`src/rtl/rf_wb_arbiter.sv`:
```
// Round-robin write-back arbiter: three producers share one register-file write port.
// One transfer per non-hold cycle; the write appears registered in the following cycle.
module rf_wb_arbiter #(
  parameter int unsigned DW = 32,
  parameter int unsigned AW = 5
) (
  input  logic            clk,
  input  logic            rst,
  input  logic [2:0]      req_valid,
  input  logic [3*AW-1:0] req_rd,
  input  logic [3*DW-1:0] req_wd,
  output logic [2:0]      req_ready,
  input  logic            hold,
  output logic            rf_we,
  output logic [AW-1:0]   rf_rd,
  output logic [DW-1:0]   rf_wd,
  output logic [1:0]      last_grant
);

  logic [1:0]    ptr_q, ptr_d;
  logic [1:0]    ptr_norm;
  logic [2:0]    grant;
  logic [1:0]    gidx;
  logic          granted;
  logic [AW-1:0] sel_rd;
  logic [DW-1:0] sel_wd;

  logic          rf_we_q;
  logic [AW-1:0] rf_rd_q;
  logic [DW-1:0] rf_wd_q;
  logic [1:0]    last_grant_q;

  // The unused encoding 3 is treated as 0 so the pointer can never lock up.
  assign ptr_norm = (ptr_q == 2'd3) ? 2'd0 : ptr_q;

  // Search requesters in order ptr, ptr+1, ptr+2 (mod 3); first valid one wins.
  always_comb begin
    logic [2:0] sum;
    logic [1:0] idx;
    grant = 3'b000;
    gidx  = 2'd0;
    sum   = 3'd0;
    idx   = 2'd0;
    if (!rst && !hold) begin
      for (int k = 0; k < 3; k++) begin
        sum = {1'b0, ptr_norm} + 3'(k);
        idx = (sum >= 3'd3) ? 2'(sum - 3'd3) : sum[1:0];
        if (grant == 3'b000 && req_valid[idx]) begin
          grant[idx] = 1'b1;
          gidx       = idx;
        end
      end
    end
  end

  assign granted   = (grant != 3'b000);
  assign req_ready = grant;

  always_comb begin
    sel_rd = req_rd[AW-1:0];
    sel_wd = req_wd[DW-1:0];
    unique case (gidx)
      2'd1: begin
        sel_rd = req_rd[2*AW-1:AW];
        sel_wd = req_wd[2*DW-1:DW];
      end
      2'd2: begin
        sel_rd = req_rd[3*AW-1:2*AW];
        sel_wd = req_wd[3*DW-1:2*DW];
      end
      default: begin
        sel_rd = req_rd[AW-1:0];
        sel_wd = req_wd[DW-1:0];
      end
    endcase
  end

  always_comb begin
    ptr_d = ptr_norm;
    if (granted) begin
      ptr_d = (gidx == 2'd2) ? 2'd0 : gidx + 2'd1;
    end
  end

  always_ff @(posedge clk or posedge rst) begin
    if (rst) begin
      ptr_q        <= 2'd0;
      rf_we_q      <= 1'b0;
      rf_rd_q      <= '0;
      rf_wd_q      <= '0;
      last_grant_q <= 2'd3;
    end else begin
      ptr_q <= ptr_d;
      if (granted) begin
        // Writes to $0 still complete the handshake but never reach the file.
        rf_we_q      <= (sel_rd != '0);
        rf_rd_q      <= sel_rd;
        rf_wd_q      <= sel_wd;
        last_grant_q <= gidx;
      end else begin
        rf_we_q <= 1'b0;
      end
    end
  end

  assign rf_we      = rf_we_q;
  assign rf_rd      = rf_rd_q;
  assign rf_wd      = rf_wd_q;
  assign last_grant = last_grant_q;

endmodule

```
`config.mk`:
```
export PLATFORM = sky130hd
export DESIGN_NAME = rf_wb_arbiter
export DESIGN_NICKNAME = d
export VERILOG_FILES = /design/src/rtl/rf_wb_arbiter.sv
export SDC_FILE = /design/constraint.sdc
export NUM_CORES = 1
export LEC_CHECK = 0
export CAP_MARGIN = 20
export CORE_MARGIN = 3
export CORE_UTILIZATION = 42
export CTS_BUF_LIST = sky130_fd_sc_hd__clkbuf_8
export DETAILED_ROUTE_END_ITERATION = 8
export GPL_TIMING_DRIVEN = 0
export PLACE_DENSITY = 0.92
export SYNTH_ARGS = -nofsm -noshare
export SYNTH_HDL_FRONTEND = slang
export SYNTH_SLANG_ARGS = --single-unit
```
`constraint.sdc`:
```
create_clock -name clk -period 6.16 [get_ports clk]
set_input_delay 0.924 -clock clk [delete_from_list [all_inputs] [get_ports clk]]
set_output_delay 0.924 -clock clk [all_outputs]
set_load 0.05 [all_outputs]
```
# Word-level counts from Yosys, hierarchy flattened
# Cells that the tools add are included.
dict set report word_totals {
  elab_cells 68
  reg_bits 42
}
dict set report classes {
  n_eq_ne 3
  n_reduce_logical 12
  muxes 31
  bitwise 2
  magnitude_cmp 9
  add_sub_neg 6
}
# operator n
set op_table {}
lappend op_table {{case mux 32 bit (2 select lines)} 1}
lappend op_table {{2-to-1 mux 2 bit} 10}
lappend op_table {{2-to-1 mux 3 bit} 6}
lappend op_table {{case mux 5 bit (2 select lines)} 1}
lappend op_table {{< comparator 2 x 3 -> 1 bit (second input constant)} 3}
lappend op_table {{2-to-1 mux 1 bit} 7}
lappend op_table {{binary-select mux 1 bit (select 2 bit)} 3}
lappend op_table {{demux 1 bit (select 2 bit)} 3}
lappend op_table {{>= comparator 2 x 1 -> 1 bit (second input constant)} 3}
lappend op_table {{>= comparator 3 x 2 -> 1 bit (second input constant)} 2}
lappend op_table {{logical AND 1 bit} 6}
lappend op_table {{zero test 3 bit} 2}
lappend op_table {{OR 3 bit} 2}
lappend op_table {{subtractor 2 bit (second input constant)} 3}
lappend op_table {{nonzero test 5 bit} 1}
lappend op_table {{== test 2 bit (second input constant)} 2}
lappend op_table {{adder 2 x 1 -> 3 bit (second input constant)} 1}
lappend op_table {{adder 2 x 2 -> 3 bit (second input constant)} 1}
lappend op_table {{nonzero test 3 bit} 1}
lappend op_table {{adder 2 x 1 -> 2 bit (second input constant)} 1}
lappend op_table {{== test 2 x 1 -> 1 bit (second input constant)} 1}
lappend op_table {{>= comparator 2 bit (second input constant)} 1}
lappend op_table {{zero test 1 bit} 2}

# Depth between registers and ports, before layout
# Gate-level depths: netlist of the first run.
dict set report depth {
  ltp_word 22
  ltp_mapped 16
  depth_no_buf 14
}

# Least setup slack after synthesis of the first run
# Ideal clock, no wire load.
dict set report synth_path {
  kind {input -> output}
  start {input req_valid[1]}
  end {output req_ready[1]}
  path_slack_ps 2375
  arrival_time_ps 2861
  n_path_buf 1
  stages 6
  path_cell_list {buf_2 > nand2b_1 > a31oi_1 > a211oi_2 > or4_1 > a21oi_1}
}
dict set report synth_via {
  elab_chain_cells 12
  word_cells_on_any_way 18
}
# item line_no
set synth_rtl {}
lappend synth_rtl {{from (decl)} 9} ;# input logic [2:0] req_valid,
lappend synth_rtl {{binary-select mux 1 bit (select 2 bit)} 48} ;# if (grant == 3'b000 && req_valid[idx]) begin
lappend synth_rtl {{2-to-1 mux 1 bit (implied by the code)} 48}
lappend synth_rtl {{2-to-1 mux 3 bit} 48}
lappend synth_rtl {{2-to-1 mux 3 bit} 44} ;# if (!rst && !hold) begin
lappend synth_rtl {{zero test 3 bit} 48}
lappend synth_rtl {{logical AND 1 bit} 48}
lappend synth_rtl {{2-to-1 mux 3 bit} 48}
lappend synth_rtl {{2-to-1 mux 3 bit} 44}
lappend synth_rtl {{zero test 3 bit} 48}
lappend synth_rtl {{logical AND 1 bit} 48}
lappend synth_rtl {{2-to-1 mux 3 bit *} 48}
lappend synth_rtl {{2-to-1 mux 3 bit *} 44}
lappend synth_rtl {{to (decl)} 12} ;# output logic [2:0] req_ready,
# Mark *: on every way between the ends. The rest lies on a longest branch, timed or not. The select of a mux whose other input is x is not followed.

# Final worst setup path of the first run
dict set report layout_path {
  start {input req_valid[0]}
  end {output req_ready[1]}
}
# Same word-level chain as after synthesis.

==> flow_metrics.py, run 1 <==
metrics = {
    "status": {
        "status": "finished, final reports clean",
    },
    "clocking": {
        "numCtsBuffers": 5,
        "post_cts_buffers": 0,
        "cts_tree": "built",
        "clkTransAtPathRegs_ps": 70,
        "hold_buffers": 0,
        "clock_latency_ps": 290,
        "cts_buffer_depth": 2,
        "cts.sinks": 42,
        "cts_resized": 0,
        "clock-root-buffer": "clkbuf_8",
        "cts_max_level": 2,
    },
    "global_routing": {
        "grt_overflow_total": 0,
        "grt_max_degree": 43,
        "grt_pass1_wl_microns": 15100,
        "grt_pass1_vias": 3185,
        "grt_usage_pct": 25.6,
        "antenna_found_initial": 0,
    },
    "sta": {
        "setup_viol": 0,
        "fin_skew_ps": 8.59,
        "clock.fmax_mhz": 216,
        "hold_viol_final": 0,
        "relSlewSlack_pct": 40.8,
        "layout_setup_ws_ps": 1520,
        "final.setup.tns_ps": 0,
        "hold_ws_ps": 478,
        "period_minus_slack_ps": 4640,
        "worst_pin_slew_ps": 887,
        "rsz0062_at_grt": "no",
        "maxSlewViolCount": 0,
        "fin_crit_sh_pct": 75.3,
    },
    "critical_path": {
        "critPathKind": "input port to output port",
        "reg2reg_to": "rf_we",
        "critPathRequiredTime_ps": 5240,
        "arrival_ps": 3710,
        "worstReg2RegStart": "ptr_q[0]",
        "ff2ff_path_depth": 14,
        "worst_setup_path_start_kind": "input port",
        "end_kind": "output port",
        "crit_start": "req_valid[0]",
        "rrSetupSlack_ps": 2190,
        "critPathMaxFanout": 5,
        "cp-endpoint": "req_ready[1]",
    },
    "synth": {
        "synth_seq_area_share_pct": 39.1,
        "synth_warnings": 0,
        "synth_commonest_cells": "nand2_1, dfrtp_1, nor2_1, a21oi_1, a22oi_1",
        "synth_top_area_cell": "dfrtp_1",
        "synth_cell_types": 47,
        "async_flop_share_pct": 100,
        "synth-seq-cells": 42,
        "avgSynthCellArea_sq_um": 8.26,
        "synth-main-ff-cell": "dfrtp_1",
        "synth_edf_count": 0,
        "synth.top_cell.area_share_pct": 37.2,
        "synth_fp_nets": 451,
        "synth_area_sq_mm": 0.00269,
        "yosys-top-cells-area": "dfrtp_1, a22oi_1, a21oi_1",
        "syn_inst": 326,
        "yosysMostFrequentCell": "nand2_1",
    },
    "finish": {
        "fin_area_sq_mm": 0.00447,
        "synthToLayoutAreaGrowth_pct": 66.2,
        "n_fill_cell": 468,
        "stdcell_count": 567,
        "final_util_pct": 73.8,
        "antenna_cells": 0,
        "drive_gt1_share_pct": 6.10,
        "fin_nets": 616,
    },
    "place": {
        "dp_hpwl_microns": 7550,
        "preCtsSetupSlack_ps": 1530,
        "placedInstanceArea_sq_mm": 0.00437,
        "place_congestion": 0.865,
        "port_buffers": 158,
        "dpl.cell_count": 559,
    },
    "power": {
        "power.leakage_nw": 1.76,
        "peakVddDrop_mv": 0.355,
        "p_per_area_mw_per_mm2": 424,
        "p_total_mw": 1.90,
    },
    "floorplan": {
        "die_area_sq_mm": 0.00741,
        "die_w_microns": 86.1,
        "ios": 160,
        "core.rowCount": 28,
        "dieHeight_microns": 86.1,
        "start_util_pct": 44.4,
        "core_sq_mm": 0.00606,
    },
    "detailed_routing": {
        "wirelength_microns": 9520,
        "antenna_left": 0,
        "first_pass_iters": 4,
        "drt_iter0_drc": 65,
        "vias": 3134,
        "drcViolationCount": 0,
        "wl_per_cell_microns": 16.8,
        "viasPerCell": 5.53,
    },
    "hold_path": {
        "min_from": "rf_wd[12]",
        "worstHoldPathType": "flop to flop",
    },
    "flow_run": {
        "drv.max_cap_violation_count": 0,
    },
}
cells by family after synthesis:
group	count (synthesis)	synth area share [%]
adder cells (fa/ha/maj)	8	3.72
multiplexers	9	3.76
buffers and inverters	36	5.90
flip-flops	42	39.1
AO/OA/AOI/OAI	132	31.3
AND/OR/NAND/NOR	99	16.2
per-layer routing:
layer | track usage [%] | wire (microns)
met5 | 0 | 0
met4 | 6.33 | 133
met3 | 5.57 | 556
met2 | 48.0 | 5150
met1 | 29.2 | 3680
power breakdown:
part / switching (mW) / internal, mW
clock: 0.0953 / 0.118
sequential: 0.0680 / 0.399
combinational: 0.790 / 0.426
layout by cell type (no fill, tap or decap), types with 2 or more instances in the layout:
| master | n |
|---|---|
| dfrtp_1 | 40 |
| dfstp_2 | 2 |
| mux2i_1 | 2 |
| buf_2 | 4 |
| a21oi_1 | 38 |
| nor2b_1 | 2 |
| clkbuf_1 | 18 |
| o21a_1 | 2 |
| mux2_2 | 4 |
| a31oi_1 | 2 |
| o21ai_1 | 2 |
| buf_1 | 2 |
| inv_1 | 9 |
| a22oi_1 | 38 |
| ha_1 | 8 |
| clkdlybuf4s50_1 | 158 |
| nor3_1 | 2 |
| buf_4 | 3 |
| clkbuf_8 | 5 |
| mux2_1 | 2 |
| nand3_1 | 2 |
| nor2_1 | 40 |
| o21ai_0 | 37 |
| nand2_1 | 42 |
| nand3b_1 | 2 |
flip-flops by register name, summed over array words and instances (netlist names):
register,cells
rf_we,1
rf_wd,32
ptr_q,2
rf_rd,5
last_grant,2
worst max-delay path: stages:
cell	delay, ps
clkdlybuf4s50_1	540
mux2_2	350
nand3b_1	150
o2111ai_2	190
or4_1	540
a21oi_1	190
clkdlybuf4s50_1	830
layout make-up:
type | count | area (sq um) | area share, %
Timing Repair Buffer | 158 | 1580 | 35.3
Buffer | 28 | 129 | 2.88
Inverter | 8 | 30.0 | 0.671
Clock buffer | 5 | 68.8 | 1.54
Multi-Input combinational cell | 248 | 1480 | 33.1
Sequential cell | 42 | 1050 | 23.5
Clock inverter | 3 | 37.5 | 0.839
Tap cell | 75 | 93.8 | 2.10
worst min-delay path by stage:
stage / end / slack [ps] / cells past startpoint
final: rf_wd[12] / 480 / 2
after global routing: rf_wd[9] / 520 / 2
after CTS: rf_wd[12] / 490 / 2
after detailed placement: rf_wd[15] / 470 / 2
after global placement: rf_wd[26] / 460 / 2
after floorplan: ptr_q[1] / 740 / 2
(Power assumes the default switching activity.)
==> run 2, diff against run 1 <==
CORE_UTILIZATION = 35   (was 42)
PLACE_DENSITY = 0.83   (was 0.92)
clock period = 4.16 ns   (was 6.16 ns; I/O delays follow)
==> run 2 against run 1 <==
Compared with the run above: global-route usage fell by 3.8 points; critical path depth stayed put; clock skew rose by 1.8 ps; register-to-register slack lost 1800 ps; die area grew 19%; sequential power rose by 47%; first-iteration DRC count increased by 45%.
==> flow_metrics.py, run 2 (synthesized netlist as in run 1, its figures left out) <==
metrics = {
    "place": {
        "dp_hpwl_microns": 7630,
        "place_congestion": 0.893,
        "port_buffers": 158,
    },
    "detailed_routing": {
        "drt_iter0_drc": 94,
        "first_pass_iters": 4,
        "wl_per_cell_microns": 16.5,
        "antenna_left": 0,
        "wirelength_microns": 9760,
        "viasPerCell": 5.24,
        "vias": 3094,
        "drcViolationCount": 0,
    },
    "sta": {
        "period_minus_slack_ps": 4010,
        "rsz0062_at_grt": "no",
        "hold_viol_final": 0,
        "clock.fmax_mhz": 250,
        "relSlewSlack_pct": 63.2,
        "fin_skew_ps": 10.4,
        "hold_ws_ps": 482,
        "setup_viol": 0,
        "maxSlewViolCount": 0,
        "fin_crit_sh_pct": 96.3,
        "worst_pin_slew_ps": 553,
        "final.setup.tns_ps": 0,
    },
    "hold_path": {
        "worstHoldPathType": "flop to flop",
    },
    "finish": {
        "largest_reg_flops": 32,
        "drive_gt1_share_pct": 7.33,
        "n_fill_cell": 639,
        "antenna_cells": 0,
        "final_common_cell": "clkdlybuf4s50_1",
        "multi_input_area_sq_mm": 0.00148,
        "mostFrequentLayoutCells": "clkdlybuf4s50_1, nand2_1, nor2_1, dfrtp_1",
        "synthToLayoutAreaGrowth_pct": 67.5,
        "fin_nets": 615,
        "register_area_sq_mm": 0.00105,
    },
    "clocking": {
        "numCtsBuffers": 5,
        "cts_buffer_depth": 2,
        "hold_buffers": 0,
        "clock-root-buffer": "clkbuf_8",
        "cts_max_level": 2,
        "cts_tree": "built",
        "clock_latency_ps": 290,
        "cts.sinks": 42,
        "clkTransAtPathRegs_ps": 80,
    },
    "power": {
        "p_per_area_mw_per_mm2": 616,
        "intPower_mw": 1.36,
        "clockPowerShare_pct": 10.2,
        "power.leakage_nw": 1.76,
        "peakVddDrop_mv": 0.425,
        "combPwrFrac_pct": 65.1,
        "p_seq_share_pct": 24.8,
        "p_sw_mw": 1.42,
        "switching_share_pct": 51.0,
    },
    "critical_path": {
        "critPathRequiredTime_ps": 3540,
        "critPathMaxFanout": 5,
        "worst_setup_path_start_kind": "input port",
        "arrival_ps": 3380,
        "critPathKind": "input port to output port",
        "end_kind": "output port",
    },
    "floorplan": {
        "core.rowCount": 31,
        "dieHeight_microns": 93.7,
        "ios": 160,
        "start_util_pct": 36.5,
        "core_sq_mm": 0.00737,
        "die_area_sq_mm": 0.00878,
        "die_w_microns": 93.7,
    },
    "global_routing": {
        "grt_pass1_vias": 3181,
        "grt_max_degree": 43,
        "grt_pass1_wl_microns": 15100,
        "grt_usage_pct": 21.8,
        "grt_overflow_total": 0,
        "antenna_found_initial": 0,
    },
    "status": {
        "status": "finished, final reports clean",
    },
    "flow_run": {
        "drv.max_cap_violation_count": 0,
    },
}
-- run 2: layout make-up --
cell class	count	area share, %
Clock inverter	2	0.277
Sequential cell	42	23.4
Buffer	26	2.77
Multi-Input combinational cell	248	32.8
Inverter	8	0.666
Tap cell	99	2.75
Timing Repair Buffer	159	35.5
Clock buffer	6	1.83
-- run 2: what timing repair did --
| action | CTS | global route |
|---|---|---|
| setup endpoints to repair | 1 | 34 |
| gates resized for setup | 1 | 4 |
| buffers inserted | 0 | 0 |
| pin swaps | 0 | 0 |
| endpoints found under the hold margin | 0 | 0 |
-- run 2: worst max-delay path, cell delays in order --
cell,delay (ps)
clkdlybuf4s50_1,560
mux2_2,350
nand3b_1,160
o2111ai_2,180
or4_1,530
a21oi_1,150
clkdlybuf4s50_1,820
-- run 2: power by group through the flow --
| stage | sequential [mW] | combinational (mW) | clock [mW] |
|---|---|---|---|
| detailed placement | 0.697 | 1.81 | 0 |
| global route | 0.718 | 1.92 | 0.306 |
| CTS | 0.689 | 1.81 | 0.289 |
| floorplan | 1.31 | 0.533 | 0 |
| finish | 0.688 | 1.81 | 0.283 |
| global placement | 0.684 | 1.78 | 0 |
-- run 2: path summary, 6_finish.rpt --
kind | startpoint | end | slack, ps | cells after the start
max in group asynchronous | rst | last_grant[1] | 3180 | 3
min reg2reg | rf_wd[3] | rf_wd[3] | 480 | 2
max reg2reg | ptr_q[0] | rf_wd[21] | 400 | 13
max | req_valid[0] | req_ready[1] | 150 | 7
min | rf_wd[3] | rf_wd[3] | 480 | 2
min in group asynchronous | rst | rf_wd[7] | 720 | 3
-- run 2: metal layers --
metal	share of wire [%]	wire [microns]	GRT usage [%]
met5	0	0	0
met4	1.8	178	6.26
met3	6.7	654	5.05
met2	51	5000	38.3
met1	40	3930	26.5
-- run 2: per-stage QoR --
step	util [%]	setup WS [ps]	cell area, sq um	power, mW	cells
floorplan	-	813	2690	1.84	326
global placement	59.7	-296	4400	2.46	583
detailed placement	59.9	-333	4420	2.51	584
CTS	61.3	57.8	4510	2.79	592
global route	61.2	53.0	4510	2.94	590
finish	61.2	154	4510	2.78	590
==> run 3, diff against run 2 <==
PLACE_DENSITY = default   (was 0.83)
PLACE_DENSITY_LB_ADDON = 0.15   (was default)
==> run 3 against run 2 <==
Compared with the run above: hold slack gained 3.7 ps; non-clock buffer count is the same; clock power shrank 7.8%; design area is the same; count of clock-buffer cells in the layout shrank 1; critical path type is now input port to flop.
==> flow_metrics.py, run 3 (synthesized netlist as in run 1, its figures left out) <==
metrics = {
    "critical_path": {
        "critPathMaxFanout": 10,
        "crit_top_cell": "clkbuf_2",
        "critPathKind": "input port to flop",
        "arrival_ps": 4050,
        "crit_slowest_cell": "clkdlybuf4s50_1",
        "worst_path_dominant_cell_family": "buffers and inverters",
        "worst_setup_path_start_kind": "input port",
        "end_kind": "flop",
        "path_cells": "clkdlybuf4s50_1 > mux2_2 > nand3b_1 > o2111ai_2 > or3b_4 > mux2i_2 > inv_1 > ha_2 > clkbuf_2 > clkbuf_2 > nor2_1 > a21oi_1 > a41oi_1",
        "path_buf_inv": 4,
        "critPathRequiredTime_ps": 4300,
        "critPathMaxStageDelay_ps": 540,
    },
    "global_routing": {
        "use_met2_pct": 35.5,
        "grt_pass1_wl_microns": 14800,
        "top_usage_layer": "met2",
        "grt_pass1_vias": 3043,
        "grt_use_met3_pct": 6.65,
        "use_met1_pct": 26.7,
        "antenna_found_initial": 0,
        "grt_usage_pct": 21.3,
        "grt_overflow_total": 0,
        "grt_max_degree": 43,
    },
    "detailed_routing": {
        "wirelength_microns": 9360,
        "antenna_left": 0,
        "vias": 3045,
        "wl_per_cell_microns": 15.9,
        "drt_iter0_drc": 91,
        "first_pass_iters": 4,
        "viasPerCell": 5.16,
        "drcViolationCount": 0,
    },
    "finish": {
        "antenna_cells": 0,
        "mostFrequentLayoutCells": "clkdlybuf4s50_1, nand2_1, nor2_1, dfrtp_1",
        "largest_reg_flops": 32,
        "n_fill_cell": 680,
        "fin_nets": 615,
        "final_common_cell": "clkdlybuf4s50_1",
        "stdcell_count": 590,
        "fin_area_sq_mm": 0.00451,
        "drive_gt1_share_pct": 7.74,
        "synthToLayoutAreaGrowth_pct": 67.5,
        "final_util_pct": 61.2,
    },
    "sta": {
        "hold_viol_final": 0,
        "relSlewSlack_pct": 63.5,
        "fin_crit_sh_pct": 94.0,
        "clock.fmax_mhz": 256,
        "final.setup.tns_ps": 0,
        "worst_pin_slew_ps": 546,
        "period_minus_slack_ps": 3910,
        "fin_skew_ps": 13.3,
        "rsz0062_at_grt": "no",
        "maxSlewViolCount": 0,
        "setup_viol": 0,
        "layout_setup_ws_ps": 251,
    },
    "clocking": {
        "numCtsBuffers": 5,
        "clkTransAtPathRegs_ps": 80,
        "cts.sinks": 42,
        "cts_tree": "built",
        "hold_buffers": 0,
        "cts_max_level": 2,
        "clock_latency_ps": 300,
        "cts_buffer_depth": 2,
        "post_cts_buffers": 0,
        "clock-root-buffer": "clkbuf_8",
    },
    "place": {
        "place_congestion": 0.829,
        "port_buffers": 158,
        "dpl.cell_count": 584,
        "dp_hpwl_microns": 7310,
        "placedInstanceArea_sq_mm": 0.00442,
        "preCtsSetupSlack_ps": -375,
    },
    "floorplan": {
        "core_sq_mm": 0.00737,
        "start_util_pct": 36.5,
        "core.rowCount": 31,
        "ios": 160,
        "die_area_sq_mm": 0.00878,
        "dieHeight_microns": 93.7,
        "die_w_microns": 93.7,
    },
    "power": {
        "peakVddDrop_mv": 0.328,
        "power.leakage_nw": 1.78,
        "p_per_area_mw_per_mm2": 610,
    },
    "hold_path": {
        "worstHoldPathType": "flop to flop",
    },
    "status": {
        "status": "finished, final reports clean",
    },
    "flow_run": {
        "drv.max_cap_violation_count": 0,
    },
}
==> run 3: cell types whose count changed in the layout (fill, tap and decap cells not counted), sizes merged <==
cell / change
buf: -1
clkdlybuf4s50: -1
clkinv: +1
clkinvlp: -1
dlymetal6s2s: +1
inv: +1
==> run 3: per-layer routing <==
metal / wire [microns] / vias to the layer above / share of wire (%)
met4: 117 / 0 / 1.2
met1: 3780 / 1425 / 40
li1: - / 1499 / -
met2: 4650 / 108 / 50
met3: 813 / 13 / 8.7
met5: 0 / - / 0
==> run 3: area by class of cell <==
type,count,area [sq um],area share (%)
Timing Repair Buffer,159,1600,35.6
Multi-Input combinational cell,248,1490,32.9
Sequential cell,42,1050,23.4
Buffer,26,126,2.80
Tap cell,99,124,2.75
Clock buffer,5,68.8,1.53
Inverter,8,30.0,0.666
Clock inverter,3,17.5,0.388
==> run 3: final timing paths <==
kind,from,to,slack [ps],cells after the start
hold / removal,rf_wd[14],rf_wd[14],490,2
hold reg to reg,rf_wd[14],rf_wd[14],490,2
setup reg to reg,ptr_q[0],rf_we,360,14
max in group asynchronous,rst,last_grant[1],3160,3
min in group asynchronous,rst,rf_wd[10],730,3
setup / recovery,req_valid[0],rf_we,250,13
==> run 3: worst min-delay path, cell delays in order (launching register included) <==
cell and delay (ps):
dfrtp_1 350, nand2_1 40, o21ai_0 60
==> run 3: timing repair <==
action                                  CTS  global route
pin swaps                                 0             0
gates resized for setup                   1             8
endpoints found under the setup margin    2            37
==> run 3: metrics by stage <==
stage | power (mW) | hold WS [ps]
finish | 2.75 | 486
global route | 2.93 | 506
CTS | 2.77 | 490
detailed placement | 2.50 | 469
global placement | 2.48 | 462
floorplan | 1.84 | 737
==> run 3: power by group <==
group	internal (mW)	switching, mW	total, mW	leakage, nW
clock	0.116	0.145	0.261	0.0493
sequential	0.591	0.0961	0.687	0.521
combinational	0.637	1.17	1.80	1.21
total	1.34	1.41	2.75	1.78
